[config.mk]
export PLATFORM = sky130hd
export DESIGN_NAME = keypad_scan
export DESIGN_NICKNAME = d
export VERILOG_FILES = /design/src/rtl/keypad_scan.sv
export SDC_FILE = /design/constraint.sdc
export NUM_CORES = 1
export LEC_CHECK = 0
export BUFFER_PORTS_ARGS = -buffer_cell sky130_fd_sc_hd__buf_2
export CAP_MARGIN = 20
export CORE_MARGIN = 2
export CORE_UTILIZATION = 45
export DETAILED_ROUTE_END_ITERATION = 10
export GPL_TIMING_DRIVEN = 1
export PLACE_DENSITY_LB_ADDON = 0.08
export SYNTH_ARGS = -nofsm -noshare
export SYNTH_HDL_FRONTEND = slang
export SYNTH_SLANG_ARGS = --single-unit
[constraint.sdc]
create_clock -name clk -period 2.1 [get_ports clk]
set_input_delay 0.42 -clock clk [delete_from_list [all_inputs] [get_ports clk]]
set_output_delay 0.42 -clock clk [all_outputs]
set_load 0.02 [all_outputs]
[src/rtl/keypad_scan.sv]
// 4x4 matrix keypad scanner: column strobing, row debounce, and a two-digit
// hex entry shift register feeding the calculator datapath.
module keypad_scan #(
   parameter int unsigned SCAN_DIV = 50000,
   parameter int unsigned DEB_CNT  = 10
) (
   input  logic       clk,
   input  logic       clr,
   input  logic       key_clr,
   input  logic [3:0] key_r,
   output logic [3:0] key_c,
   output logic [7:0] key_out,
   output logic [3:0] key_code,
   output logic       key_valid
);

   typedef enum logic [1:0] {SCAN, DEBOUNCE, HOLD, RELEASE} state_e;

   state_e      state_q, state_d;
   logic [3:0]  r_meta_q, rs_q;
   logic [15:0] div_q;
   logic        tick;
   logic [1:0]  col_q, col_d;
   logic [1:0]  row_q, row_d;
   logic [3:0]  pat_q, pat_d;
   logic [7:0]  cnt_q, cnt_d;
   logic [1:0]  low_row;
   logic        accept;
   logic [3:0]  code;
   logic [7:0]  key_out_q;
   logic [3:0]  key_code_q;
   logic        key_valid_q;

   assign tick = (div_q == 16'(SCAN_DIV - 1));
   assign code = {row_q, col_q};

   // Lowest-numbered active row wins when several rows are pulled low.
   always_comb begin
      low_row = 2'd3;
      if (!rs_q[2]) low_row = 2'd2;
      if (!rs_q[1]) low_row = 2'd1;
      if (!rs_q[0]) low_row = 2'd0;
   end

   always_comb begin
      state_d = state_q;
      col_d   = col_q;
      cnt_d   = cnt_q;
      pat_d   = pat_q;
      row_d   = row_q;
      accept  = 1'b0;
      if (tick) begin
         case (state_q)
            SCAN: begin
               if (rs_q == 4'hF) begin
                  col_d = col_q + 2'd1;
               end else begin
                  pat_d   = rs_q;
                  row_d   = low_row;
                  cnt_d   = 8'd0;
                  state_d = DEBOUNCE;
               end
            end
            DEBOUNCE: begin
               if (rs_q == pat_q) begin
                  if (cnt_q == 8'(DEB_CNT - 1)) begin
                     accept  = 1'b1;
                     state_d = HOLD;
                  end else begin
                     cnt_d = cnt_q + 8'd1;
                  end
               end else begin
                  state_d = SCAN;
                  col_d   = col_q + 2'd1;
               end
            end
            HOLD: begin
               if (rs_q == 4'hF) begin
                  cnt_d   = 8'd0;
                  state_d = RELEASE;
               end
            end
            RELEASE: begin
               if (rs_q != 4'hF) begin
                  state_d = HOLD;
               end else if (cnt_q == 8'(DEB_CNT - 1)) begin
                  state_d = SCAN;
                  col_d   = col_q + 2'd1;
               end else begin
                  cnt_d = cnt_q + 8'd1;
               end
            end
            default: state_d = SCAN;
         endcase
      end
   end

   always_ff @(posedge clk or negedge clr) begin
      if (!clr) begin
         r_meta_q    <= 4'hF;
         rs_q        <= 4'hF;
         div_q       <= 16'd0;
         state_q     <= SCAN;
         col_q       <= 2'd0;
         row_q       <= 2'd0;
         pat_q       <= 4'hF;
         cnt_q       <= 8'd0;
         key_out_q   <= 8'h00;
         key_code_q  <= 4'h0;
         key_valid_q <= 1'b0;
      end else begin
         r_meta_q    <= key_r;
         rs_q        <= r_meta_q;
         div_q       <= tick ? 16'd0 : div_q + 16'd1;
         state_q     <= state_d;
         col_q       <= col_d;
         row_q       <= row_d;
         pat_q       <= pat_d;
         cnt_q       <= cnt_d;
         key_valid_q <= accept;
         // A clear landing on the accept cycle keeps only the new digit.
         if (accept) begin
            key_code_q <= code;
            key_out_q  <= key_clr ? {4'h0, code} : {key_out_q[3:0], code};
         end else if (key_clr) begin
            key_out_q  <= 8'h00;
         end
      end
   end

   assign key_c     = ~(4'b1000 >> col_q);
   assign key_out   = key_out_q;
   assign key_code  = key_code_q;
   assign key_valid = key_valid_q;

endmodule

; Word-level counts from Yosys, hierarchy flattened
; Cells that the tools add are included.
[totals]
in_bits = 7
reg_bits = 55
output_inout_bits = 17
[classes]
n_bitwise = 2
shifts = 1
n_mux = 29
addsub = 3
eq_ne = 17
n_reduce_logical = 7
[op_table]
columns = operator, n
row1 = $mux W8, 8
row2 = $pmux W8 S4, 1
row3 = $mux W2, 12
row4 = $add A16 B1 Y16 const B, 1
row5 = $eq A16 B16 Y1 const B, 1
row6 = $mux W16, 1
row7 = $ne A2 B2 Y1 const B, 7
row8 = $reduce_and A5 Y1, 2
row9 = $add A8 B1 Y8 const B, 1
row10 = $eq A8 B4 Y1 const B, 1
row11 = $pmux W2 S4, 1
row12 = $ne A3 B3 Y1 const B, 2
row13 = $pmux W2 S3, 1
row14 = $reduce_and A6 Y1, 1
row15 = $mux W1, 5
row16 = $eq A2 B2 Y1 const B, 2
row17 = $eq A4 B4 Y1, 1
row18 = $eq A4 B4 Y1 const B, 1
row19 = $ne A4 B4 Y1 const B, 1
row20 = $not A4 Y4, 1
row21 = $shr A4 B2 Y4 const A, 1
row22 = $reduce_and A3 Y1, 1
row23 = $reduce_bool A3 Y1, 1
row24 = $add A2 B1 Y2 const B, 1
row25 = 4 further kinds, 4

; Longest topological paths before layout
[logic_depth]
ltp_word = 6
ltp_mapped = 8
depth_no_buf = 7

; Worst setup path after synthesis
; OpenSTA, ideal clock, no wires.
[synth_timing]
kind = register -> register
start = register div_q[4]
end = register col_q[1]
path_slack_ps = 18
stages_incl_launch_ff = 6
required_time_ps = 1973
t_arrival_ps = 1955
cell_sequence = dfrtp_1 -> or4_4 -> or2_4 -> nor4_4 -> nand2_2 -> mux2_1
[synth_via]
elab_chain_cells = 2
[synth_rtl]
columns = element, line
row1 = from (decl), 21  ; logic [15:0] div_q;
row2 = from (signal assigned), 114  ; div_q <= tick ? 16'd0 : div_q + 16'd1;
row3 = $eq A16 B16 Y1, 34  ; assign tick = (div_q == 16'(SCAN_DIV - 1));
row4 = $reduce_and A6 Y1 (no line), --
row5 = to (signal assigned), 116  ; col_q <= col_d;
row6 = to (decl), 23  ; logic [1:0] col_q, col_d;
; Every way passes these cells.
; A chain may end at the register's enable or synchronous reset.

; Final worst setup path
[layout_timing]
start = register div_q[4]
end = register key_code_q[2] (netlist: key_code[2])
[layout_via]
elab_chain_cells = 2
[layout_rtl]
columns = element, line
row1 = $eq A16 B16 Y1, 34
row2 = $mux W1, 52  ; if (tick) begin
row3 = to (signal assigned), 123  ; key_code_q <= code;
row4 = to (decl), 31  ; logic [3:0] key_code_q;
; Every way passes these cells.

==> flow_metrics.tcl <==
set metrics [dict create \
    cts_buffer_depth 2 \
    slowest_delay_ns 0.55 \
    synth_nets 250 \
    cts_inserted_buffers 5 \
    dpl_cell_area_mm2 0.00297 \
    cts_tree "done" \
    switching_share 0.193 \
    p_seq_frac 0.558 \
    finalHoldViolCount 0 \
    antenna_left 0 \
    clock_latency_ns 0.30 \
    grt_use_total 0.172 \
    fin_total_pwr_w 0.00194 \
    nets 292 \
    clockPowerShare 0.418 \
    fin_crit_sh 0.967 \
    multi_input_area_mm2 0.00119 \
    yosysWarningCount 0 \
    synth_edf_count 0 \
    synth.largest_area_cell "dfrtp_1" \
    crit_path_end_kind "flop" \
    pwr-share-comb 0.024 \
    p_switching_w 0.000373 \
    dp_hpwl_mm 3.53 \
    crit_type "reg -> reg" \
    p_per_area_mw_per_mm2 621 \
    overflow 0 \
    synthDominantCellAreaShare 0.407 \
    utilization 0.556 \
    path_delay_family "simple AND/OR/NAND/NOR gates" \
    drive_gt1_frac 0.305 \
    skew_ns 0.00563 \
    fin_area_mm2 0.00312 \
    worst-path-buf-inv 0 \
    post_drt_via_cell_ratio 5.25 \
    grt_pass1_vias 1861 \
    path_cells "or4_4 -> or2_4 -> and4bb_4 -> nand2_4 -> mux2_2" \
    synthDistinctLibCells 49 \
    cap_violations 0 \
    hold_buffers 0 \
    cp_max_fo 9 \
    fill_cells 536 \
    internal-power_w 0.00156 \
    antenna_found_initial 0 \
    drc 0 \
    ys_top_cells_by_area "dfrtp_1 41%, dfstp_2 12%, xor2_1 4.6%" \
    routedWlPerCell_um 14.3 \
    syn_area_mm2 0.00265 \
    cts-root-buf "clkbuf_8" \
    fmax_mhz 492 \
    die_y_um 80.7 \
    setup_violations 0 \
    core_area_mm2 0.00561 \
    clk_pin_slew_ns 0.09 \
    grt_max_degree 56 \
    gp_congestion 0.747 \
    ys_async_sr_fraction 1.00 \
    die-area_mm2 0.00651 \
    crit_arrival_ns 2.23 \
    rsz0062_at_grt "yes" \
    cp_slowest_cell "or4_4" \
    num_vias 1843 \
    ys_top_cells_by_count "43 x dfrtp_1, 17 x nand3_1, 17 x o21ai_0" \
    hold_class "in -> async" \
    top_level_ports 24 \
    syn2layout_area_growth_pct 18.0 \
    p_leak_nw 1.48 \
    cts.sinks 55 \
    detail_route.wirelength_mm 5.01 \
    drv_slew 0 \
    relSlewSlack 0.733 \
    ir_drop_v 0.000330 \
    grt_pass1_wl_mm 8.67 \
    portBuffers 23 \
    drt-initial-drc-count 69 \
    dr.pass1.iters 4 \
    n_antenna_cell 0 \
    synth_ff_type "dfrtp_1" \
    placementRows 27 \
    tightestPinTransition_ns 0.397 \
    start_util 0.472 \
    avgSynthCellArea_um2 11.2 \
    synth-seq-cells 55 \
    cp_data_required_time_ns 2.29 \
    post-synth-top-count-cell "dfrtp_1" \
    ff_latch_area_mm2 0.00139 \
    synth_cells 236 \
    die_x_um 80.7 \
    htreeDepth 2 \
    min_period_ns 2.03 \
    cp-start-kind "flop" \
    status "finished, final reports clean" \
    yosysSeqAreaShare 0.526 \
]
-- logic make-up after synthesis --
kind of cell             share of synthesized area
buffers and inverters                       0.0279
adder cells (fa/ha/maj)                     0.0331
flip-flops                                   0.526
XOR/XNOR                                    0.0629
AO/OA/AOI/OAI                               0.0908
AND/OR/NAND/NOR                              0.208
multiplexers                                0.0516
-- what timing repair did --
item | CTS | global route
setup buffers | 0 | 0
pin swaps | 1 | 0
gates cloned | 0 | 0
gates resized for setup | 0 | 8
endpoints found under the setup margin | 2 | 21
-- path summary, 6_finish.rpt --
path,from,to,slack (ns),cells past startpoint
setup / recovery,div_q[4]$_DFF_PN0_,key_code[2]$_DFFE_PN0P_,0.07,5
hold / removal,clr,cnt_q[3]$_DFFE_PN0P_,0.1,2
setup reg to reg,div_q[4]$_DFF_PN0_,key_code[2]$_DFFE_PN0P_,0.07,5
hold reg to reg,r_meta_q[3]$_DFF_PN1_,rs_q[3]$_DFF_PN1_,0.36,0
max in group asynchronous,clr,r_meta_q[0]$_DFF_PN1_,1.73,2
min in group clk,key_r[0],r_meta_q[0]$_DFF_PN1_,0.21,1
-- placed cells by master, fill, tap and decap left out, types with 3 or more instances in the layout --
cell type | synthesis | routed
a21oi_1 | 7 | 6
a2bb2o_1 | 4 | 4
and3_1 | 4 | 4
buf_2 | 1 | 23
buf_4 | 0 | 17
clkbuf_8 | 0 | 5
dfrtp_1 | 43 | 43
dfstp_2 | 12 | 12
ha_1 | 7 | 7
inv_1 | 13 | 13
mux2_2 | 4 | 4
mux2_4 | 4 | 4
nand2_1 | 7 | 7
nand2b_1 | 3 | 3
nand3_1 | 17 | 17
nand3b_1 | 6 | 6
nand4_1 | 5 | 5
nor2_1 | 14 | 14
nor3_1 | 5 | 5
o211ai_1 | 6 | 6
o21ai_0 | 17 | 14
o21ai_1 | 0 | 3
or3b_2 | 3 | 3
xnor2_1 | 5 | 5
xor2_1 | 14 | 14
-- state kept, by name, indices dropped and copies added (netlist names) --
| name | count |
|---|---|
| cnt_q | 8 |
| col_q | 2 |
| div_q | 16 |
| key_code | 4 |
| key_out | 8 |
| key_valid | 1 |
| pat_q | 4 |
| r_meta_q | 4 |
| row_q | 2 |
| rs_q | 4 |
| state_q | 2 |
-- through the flow --
step | hold WS (ns) | instances | setup slack (ns) | TNS, ns
final | 0.0986 | 351 | 0.0688 | 0
after CTS | 0.111 | 351 | 0.0153 | 0
after floorplan | 0.124 | 236 | 0.0179 | 0
after detailed placement | 0.347 | 343 | -0.000844 | -0.000844
after global placement | 0.347 | 343 | 0.0250 | 0
after global routing | 0.113 | 351 | -0.0197 | -0.0391
-- layer usage --
metal / wire [µm] / global-route usage / up-vias
li1: - / - / 913
met2: 2330 / 0.269 / 19
met3: 143 / 0.0303 / 4
met4: 47 / 0.0508 / 0
met1: 2490 / 0.245 / 907
met5: 0 / 0 / -
-- power by group through the flow --
| stage | registers [W] | clock network (W) | logic, W |
|---|---|---|---|
| floorplan | 0.00110 | 0 | 0.0000103 |
| finish | 0.00108 | 0.000811 | 0.0000461 |
| detailed placement | 0.00110 | 0 | 0.0000478 |
| global placement | 0.00110 | 0 | 0.0000476 |
| CTS | 0.00108 | 0.000836 | 0.0000481 |
| global route | 0.00108 | 0.000890 | 0.0000535 |
-- cell type report --
cell class	count	share of cell area
Inverter	13	0.0156
Tap cell	72	0.0289
Clock buffer	6	0.0233
Multi-Input combinational cell	162	0.383
Timing Repair Buffer	41	0.0842
Sequential cell	55	0.446
Clock inverter	2	0.0192
No activity file was read; power rests on OpenSTA's default activity.
